## src/rtl/cpu_bus_arbiter_if.sv

```systemverilog
// CPU-bus arbitration signal bundle between the DMA datapath/bus pins and cpu_bus_arbiter.
// The master side drives requests and sensed bus status; the slave side is the arbiter.
interface cpu_bus_arbiter_if;
   localparam int unsigned BCOUNT_W = 2;

   logic                dma_ena;
   logic                dreq;
   logic                flush;
   logic                bgrant_n;
   logic                bgack_in_n;
   logic                as_in_n;
   logic                cycle_done;
   logic                breq;
   logic                bgack;
   logic                start;
   logic                owned;
   logic [BCOUNT_W-1:0] bcount;
   logic                timeout;

   modport master (
      output dma_ena, dreq, flush, bgrant_n, bgack_in_n, as_in_n, cycle_done,
      input  breq, bgack, start, owned, bcount, timeout
   );

   modport slave (
      input  dma_ena, dreq, flush, bgrant_n, bgack_in_n, as_in_n, cycle_done,
      output breq, bgack, start, owned, bcount, timeout
   );
endinterface

```

## src/rtl/cpu_bus_arbiter.sv

```systemverilog
// 68030 bus-mastership arbiter for DMA: request, grant, up to 4-cycle bursts, release and holdoff.
// Optional grant watchdog built when CPU_ARB_WATCHDOG_EN is defined.
module cpu_bus_arbiter (
   input  logic               clk,
   input  logic               rst_n,
   cpu_bus_arbiter_if.slave   bus
);
   localparam int unsigned CNT_W  = 2;
   localparam int unsigned HOLD_W = 2;

   typedef enum logic [2:0] {
      S_IDLE,
      S_REQ,
      S_WAITBUS,
      S_OWN,
      S_RUN,
      S_REL,
      S_HOLDOFF
   } state_t;

   state_t             state;
   state_t             state_nxt;
   logic [CNT_W-1:0]   bcount_q;
   logic [CNT_W-1:0]   bcount_nxt;
   logic [HOLD_W-1:0]  hold_q;
   logic [HOLD_W-1:0]  hold_nxt;
   logic               breq_q;
   logic               bgack_q;
   logic               start_q;
   logic               owned_q;
   logic               breq_nxt;
   logic               bgack_nxt;
   logic               start_nxt;
   logic               wd_expire;
   logic               timeout_cur;

`ifdef CPU_ARB_WATCHDOG_EN
   localparam int unsigned WD_W = 8;

   logic [WD_W-1:0]    wd_q;
   logic [WD_W-1:0]    wd_nxt;
   logic               timeout_q;
   logic               timeout_nxt;

   assign wd_expire   = (wd_q == '1);
   assign timeout_cur = timeout_q;

   // Watchdog counts consecutive request/wait cycles; timeout sticks until DMA is disabled.
   always_comb begin
      wd_nxt      = '0;
      timeout_nxt = timeout_q;
      if (breq_nxt) begin
         wd_nxt = wd_q + WD_W'(1);
      end
      if (!bus.dma_ena) begin
         timeout_nxt = 1'b0;
      end else if (wd_expire) begin
         timeout_nxt = 1'b1;
      end
   end

   always_ff @(posedge clk or negedge rst_n) begin
      if (!rst_n) begin
         wd_q      <= '0;
         timeout_q <= 1'b0;
      end else begin
         wd_q      <= wd_nxt;
         timeout_q <= timeout_nxt;
      end
   end

   assign bus.timeout = timeout_q;
`else
   assign wd_expire   = 1'b0;
   assign timeout_cur = 1'b0;
   assign bus.timeout = 1'b0;
`endif

   // Next state plus the output values of the state being entered.
   always_comb begin
      state_nxt  = state;
      bcount_nxt = bcount_q;
      hold_nxt   = hold_q;
      case (state)
         S_IDLE: begin
            if (bus.dreq && bus.dma_ena && !timeout_cur) begin
               state_nxt = S_REQ;
            end
         end
         S_REQ: begin
            if (!bus.dma_ena || wd_expire) begin
               state_nxt = S_IDLE;
            end else if (!bus.bgrant_n) begin
               state_nxt = S_WAITBUS;
            end
         end
         S_WAITBUS: begin
            if (!bus.dma_ena || wd_expire) begin
               state_nxt = S_IDLE;
            end else if (bus.bgrant_n) begin
               state_nxt = S_REQ;
            end else if (bus.as_in_n && bus.bgack_in_n) begin
               state_nxt = S_OWN;
            end
         end
         S_OWN: begin
            state_nxt = S_RUN;
         end
         S_RUN: begin
            if (bus.cycle_done) begin
               if ((bcount_q == '1) || !bus.dreq || bus.flush || !bus.dma_ena) begin
                  state_nxt  = S_REL;
                  bcount_nxt = '0;
                  hold_nxt   = HOLD_W'(3);
               end else begin
                  state_nxt  = S_OWN;
                  bcount_nxt = bcount_q + CNT_W'(1);
               end
            end
         end
         S_REL: begin
            state_nxt = S_HOLDOFF;
         end
         S_HOLDOFF: begin
            if (hold_q == '0) begin
               state_nxt = S_IDLE;
            end else begin
               hold_nxt = hold_q - HOLD_W'(1);
            end
         end
         default: begin
            state_nxt = S_IDLE;
         end
      endcase
      breq_nxt  = (state_nxt == S_REQ) || (state_nxt == S_WAITBUS);
      bgack_nxt = (state_nxt == S_OWN) || (state_nxt == S_RUN);
      start_nxt = (state_nxt == S_OWN);
   end

   always_ff @(posedge clk or negedge rst_n) begin
      if (!rst_n) begin
         state    <= S_IDLE;
         bcount_q <= '0;
         hold_q   <= '0;
         breq_q   <= 1'b0;
         bgack_q  <= 1'b0;
         start_q  <= 1'b0;
         owned_q  <= 1'b0;
      end else begin
         state    <= state_nxt;
         bcount_q <= bcount_nxt;
         hold_q   <= hold_nxt;
         breq_q   <= breq_nxt;
         bgack_q  <= bgack_nxt;
         start_q  <= start_nxt;
         owned_q  <= bgack_nxt;
      end
   end

   assign bus.breq   = breq_q;
   assign bus.bgack  = bgack_q;
   assign bus.start  = start_q;
   assign bus.owned  = owned_q;
   assign bus.bcount = bcount_q;
endmodule

```

## src/flat_wrapper.sv

```systemverilog
// flat-port wrapper written by rule: the top's interface ports become plain ports
module cpu_bus_arbiter_flat 
  (clk, rst_n, bus_dma_ena, bus_dreq, bus_flush, bus_bgrant_n, bus_bgack_in_n, bus_as_in_n, bus_cycle_done, bus_breq, bus_bgack, bus_start, bus_owned, bus_bcount, bus_timeout);
  cpu_bus_arbiter_if bus_i ();
  input  logic clk;
  input  logic rst_n;
  input wire logic [$bits(bus_i.dma_ena)-1:0] bus_dma_ena;
  input wire logic [$bits(bus_i.dreq)-1:0] bus_dreq;
  input wire logic [$bits(bus_i.flush)-1:0] bus_flush;
  input wire logic [$bits(bus_i.bgrant_n)-1:0] bus_bgrant_n;
  input wire logic [$bits(bus_i.bgack_in_n)-1:0] bus_bgack_in_n;
  input wire logic [$bits(bus_i.as_in_n)-1:0] bus_as_in_n;
  input wire logic [$bits(bus_i.cycle_done)-1:0] bus_cycle_done;
  output wire logic [$bits(bus_i.breq)-1:0] bus_breq;
  output wire logic [$bits(bus_i.bgack)-1:0] bus_bgack;
  output wire logic [$bits(bus_i.start)-1:0] bus_start;
  output wire logic [$bits(bus_i.owned)-1:0] bus_owned;
  output wire logic [$bits(bus_i.bcount)-1:0] bus_bcount;
  output wire logic [$bits(bus_i.timeout)-1:0] bus_timeout;
  assign bus_i.dma_ena = bus_dma_ena;
  assign bus_i.dreq = bus_dreq;
  assign bus_i.flush = bus_flush;
  assign bus_i.bgrant_n = bus_bgrant_n;
  assign bus_i.bgack_in_n = bus_bgack_in_n;
  assign bus_i.as_in_n = bus_as_in_n;
  assign bus_i.cycle_done = bus_cycle_done;
  assign bus_breq = bus_i.breq;
  assign bus_bgack = bus_i.bgack;
  assign bus_start = bus_i.start;
  assign bus_owned = bus_i.owned;
  assign bus_bcount = bus_i.bcount;
  assign bus_timeout = bus_i.timeout;
  cpu_bus_arbiter u_core (.clk(clk), .rst_n(rst_n), .bus(bus_i));
endmodule
```

## config.mk

```make
export PLATFORM = sky130hd
export DESIGN_NAME = cpu_bus_arbiter_flat
export DESIGN_NICKNAME = d
export VERILOG_FILES = /design/src/rtl/cpu_bus_arbiter_if.sv /design/src/rtl/cpu_bus_arbiter.sv /design/src/flat_wrapper.sv
export SDC_FILE = /design/constraint.sdc
export NUM_CORES = 1
export LEC_CHECK = 0
export BUFFER_PORTS_ARGS = -buffer_cell sky130_fd_sc_hd__buf_2
export CAP_MARGIN = 20
export CORE_AREA = 2 2 39 41
export DETAILED_ROUTE_END_ITERATION = 7
export DIE_AREA = 0 0 41 43
export GPL_ROUTABILITY_DRIVEN = 0
export HOLD_SLACK_MARGIN = 0.1
export MAX_ROUTING_LAYER = met4
export PLACE_DENSITY = 0.73
export SLEW_MARGIN = 25
export SYNTH_ARGS = -nofsm -noshare
export SYNTH_HDL_FRONTEND = slang
export SYNTH_SLANG_ARGS = --single-unit
export TNS_END_PERCENT = 5
```

## constraint.sdc

```tcl
create_clock -name clk -period 2.6 [get_ports clk]
set_clock_uncertainty 0.1 [all_clocks]
set_input_delay 0.39 -clock clk [delete_from_list [all_inputs] [get_ports clk]]
set_output_delay 0.39 -clock clk [all_outputs]
set_load 0.05 [all_outputs]
```

==> key figures <==
Drt
  – WL final: roughly 1100 um
  – Vias: 470
  – WL per Instance: 12.7 um
  – Drt via density: roughly 5.2
  – DRC: 0
  – ANT nets after route: 0
  – DR pass1 iterations: 4
  – Initial drt markers: 6

Floorplanning
  – Chip width: just over 40 um
  – Std-Cell Rows: 14
  – Top Ports: 16
  – Core box area: about 0.0014 mm^2
  – Starting density of the core: 0.460
  – Die area: 0.00176 mm^2
  – Die Y: 43 um

Timing
  – FMAX: approximately 560 MHz
  – Final hold vios: 0
  – Max-slew violation count: 0
  – Final setup TNS: 0 ps
  – Final hold slack: 361 ps
  – Final period util: 0.682
  – RSZ-0062 raised after global routing: false
  – # setup viols final: 0
  – Min Clock Period, post-route: 1770 ps

Synthesis
  – Register bit count reported by yosys: 10
  – Net count after synthesis: 71
  – Synth cell types: 28
  – Mapped Area: ~640 um^2
  – Syn Inst Count: 60
  – Synth warn: 0
  – Sequential share of the synthesized area: 0.393
  – Avg Cell Area, Syn: 10.6 um^2

Clock network
  – # clock sinks: 10
  – Worst-path clk slew: around 60 ps
  – # resized after CTS: 0
  – H-tree depth: 1
  – TritonCTS Buffers: 3
  – Setup Buffers After CTS: 0
  – Post-cts hold buffer count: 1
  – Clk root buf: clkbuf_4
  – Maximum clock path buffer count: 2
  – Clk_lat worst skew: between 200 and 300 ps
  – CTS tree: built

Finish
  – Final #Nets: 87
  – Syn-to-layout area delta: 13.4%
  – Fillers: 135
  – Final core utilization: 0.522
  – Antenna cells: 0
  – Layout cells sized above 1: 0.365

Worst setup path
  – Worst path arrival time: 1850 ps
  – Buf/Inv on CP: 0
  – Crit path cell chain: ha_1 > nand4bb_1 > or2_4 > o311ai_4 > nor2b_4 > o21bai_1
  – Crit Path Class: register to register
  – CP delay by family, top: simple AND/OR/NAND/NOR gates
  – Slowest stage delay, CP: between 400 and 500 ps
  – Worst EP required: between 2000 and 3000 ps
  – Crit path capture type: register
  – Crit-path max FO: 4
  – Critical Path Start Type: register
  – Slowest cell on the critical path: dfrtp_1

Global routing
  – GRT Util Overall: 0.165
  – Largest net degree at the start of global routing: 11
  – Initial antenna violation count: 0
  – Vias in the first global route: 439
  – Remaining Overflow, GRT: 0
  – First-pass GRT wire length: roughly 1900 um

Power and ir drop
  – P_leak: 0.362 nW
  – Pwr/cell area: approximately 1100 mW/mm^2
  – Peak VDD IR: between 0.4 and 0.5 mV

Placed design
  – Post-DP HPWL: 916 um
  – Port bufs: 14

Min path
  – Hold Path Class: primary input to register

Outcome
  – Status: finished, final reports clean

Run
  – Max_cap viols: 0
## cells in the mapped netlist
cell type / count / share of area
and4b_4: 1 / 0.022
a41oi_1: 2 / 0.028
nand4bb_1: 2 / 0.035
and2b_2: 1 / 0.014
or2_4: 1 / 0.014
xnor2_1: 1 / 0.014
buf_4: 2 / 0.024
o21ai_1: 1 / 0.0079
nand2_1: 6 / 0.035
buf_6: 2 / 0.035
nor2b_4: 2 / 0.043
nor3b_1: 1 / 0.012
o21ai_0: 4 / 0.031
nor2_1: 4 / 0.024
a31o_2: 1 / 0.014
xor2_1: 1 / 0.014
nor4_1: 1 / 0.0098
o21bai_1: 1 / 0.012
nor4b_1: 1 / 0.014
dfrtp_1: 10 / 0.39
ha_1: 2 / 0.039
a211oi_4: 1 / 0.031
nand2b_4: 1 / 0.022
inv_1: 5 / 0.029
a21oi_1: 3 / 0.024
a21o_2: 1 / 0.014
conb_1: 1 / 0.0059
o311ai_4: 1 / 0.041
## per-layer routing
metal  global-route usage  wire length (um)  vias up
met1                0.223               510      224
met2                0.241               591       11
met4               0.0600                 0        0
li1                     -                 -      235
met5                    -                 0        -
met3               0.0314                37        0
## stage by stage
| stage | instances | power [mW] | cell area, um^2 | setup WS (ps) |
|---|---|---|---|---|
| floorplan | 60 | 0.664 | 637 | 729 |
| global placement | 86 | 0.711 | 689 | 859 |
| detailed placement | 86 | 0.722 | 689 | 837 |
| CTS | 90 | 0.823 | 722 | 819 |
| global route | 90 | 0.874 | 722 | 712 |
| finish | 90 | 0.818 | 722 | 826 |
## state kept, by name, summed over array words and instances (netlist names)
register / cells
u_core.state: 3
u_core.bus.bcount: 2
u_core.hold_q: 2
u_core.bus.bgack: 1
u_core.bus.breq: 1
u_core.bus.start: 1
## cell type report
| class | count | area (um^2) | area share |
|---|---|---|---|
| multi-input cells | 41 | 330 | 0.458 |
| repair buffers | 15 | 80.1 | 0.111 |
| clock buffers | 3 | 22.5 | 0.0312 |
| inverters | 5 | 18.8 | 0.0260 |
| flip-flops and latches | 10 | 250 | 0.347 |
| well taps | 16 | 20.0 | 0.0277 |
## placed cells by master (no fill, tap or decap), types with 3 or more instances in the layout
cell type | Yosys | layout
a21oi_1 | 3 | 3
buf_2 | 0 | 14
clkbuf_4 | 0 | 3
dfrtp_1 | 10 | 10
inv_1 | 5 | 5
nand2_1 | 6 | 6
nor2_1 | 4 | 4
o21ai_0 | 4 | 4
## path summary, 6_finish.rpt
| kind | from | endpoint | slack, ps | cells after the start |
|---|---|---|---|---|
| hold / removal | bus_bgrant_n | u_core.state[1] | 360 | 2 |
| min in group asynchronous | rst_n | u_core.hold_q[1] | 420 | 2 |
| max in group asynchronous | rst_n | u_core.bus.start | 1800 | 2 |
| setup reg to reg | u_core.bus.bcount[0] | u_core.bus.bgack | 830 | 6 |
| setup / recovery | u_core.bus.bcount[0] | u_core.bus.bgack | 830 | 6 |
| hold reg to reg | u_core.bus.bcount[1] | u_core.bus.bcount[1] | 420 | 2 |
## worst reg2reg max path: cells and delay by family, from the launching register on
kind            cells  cell delay [ps]
simple gates        3              800
flops               1              410
fa+ha+maj           1              210
compound gates      2              190
## power breakdown
group / leakage, nW / internal (mW) / switching [mW]
sequential: 0.125 / 0.213 / 0.0707
combinational: 0.223 / 0.168 / 0.268
clock: 0.0138 / 0.0531 / 0.0460
total: 0.362 / 0.434 / 0.385
## kinds of logic (layout without fill, tap and decap cells)
kind of cell | count (synthesis) | in the layout | synth area share
XOR/XNOR | 2 | 2 | 0.0275
AO/OA/AOI/OAI | 15 | 15 | 0.202
buffers and inverters | 9 | 23 | 0.0884
flip-flops | 10 | 10 | 0.393
other | 1 | 1 | 0.00589
adder cells (fa/ha/maj) | 2 | 2 | 0.0393
AND/OR/NAND/NOR | 21 | 21 | 0.244
Note: power is estimated with default switching activity, not from simulation.
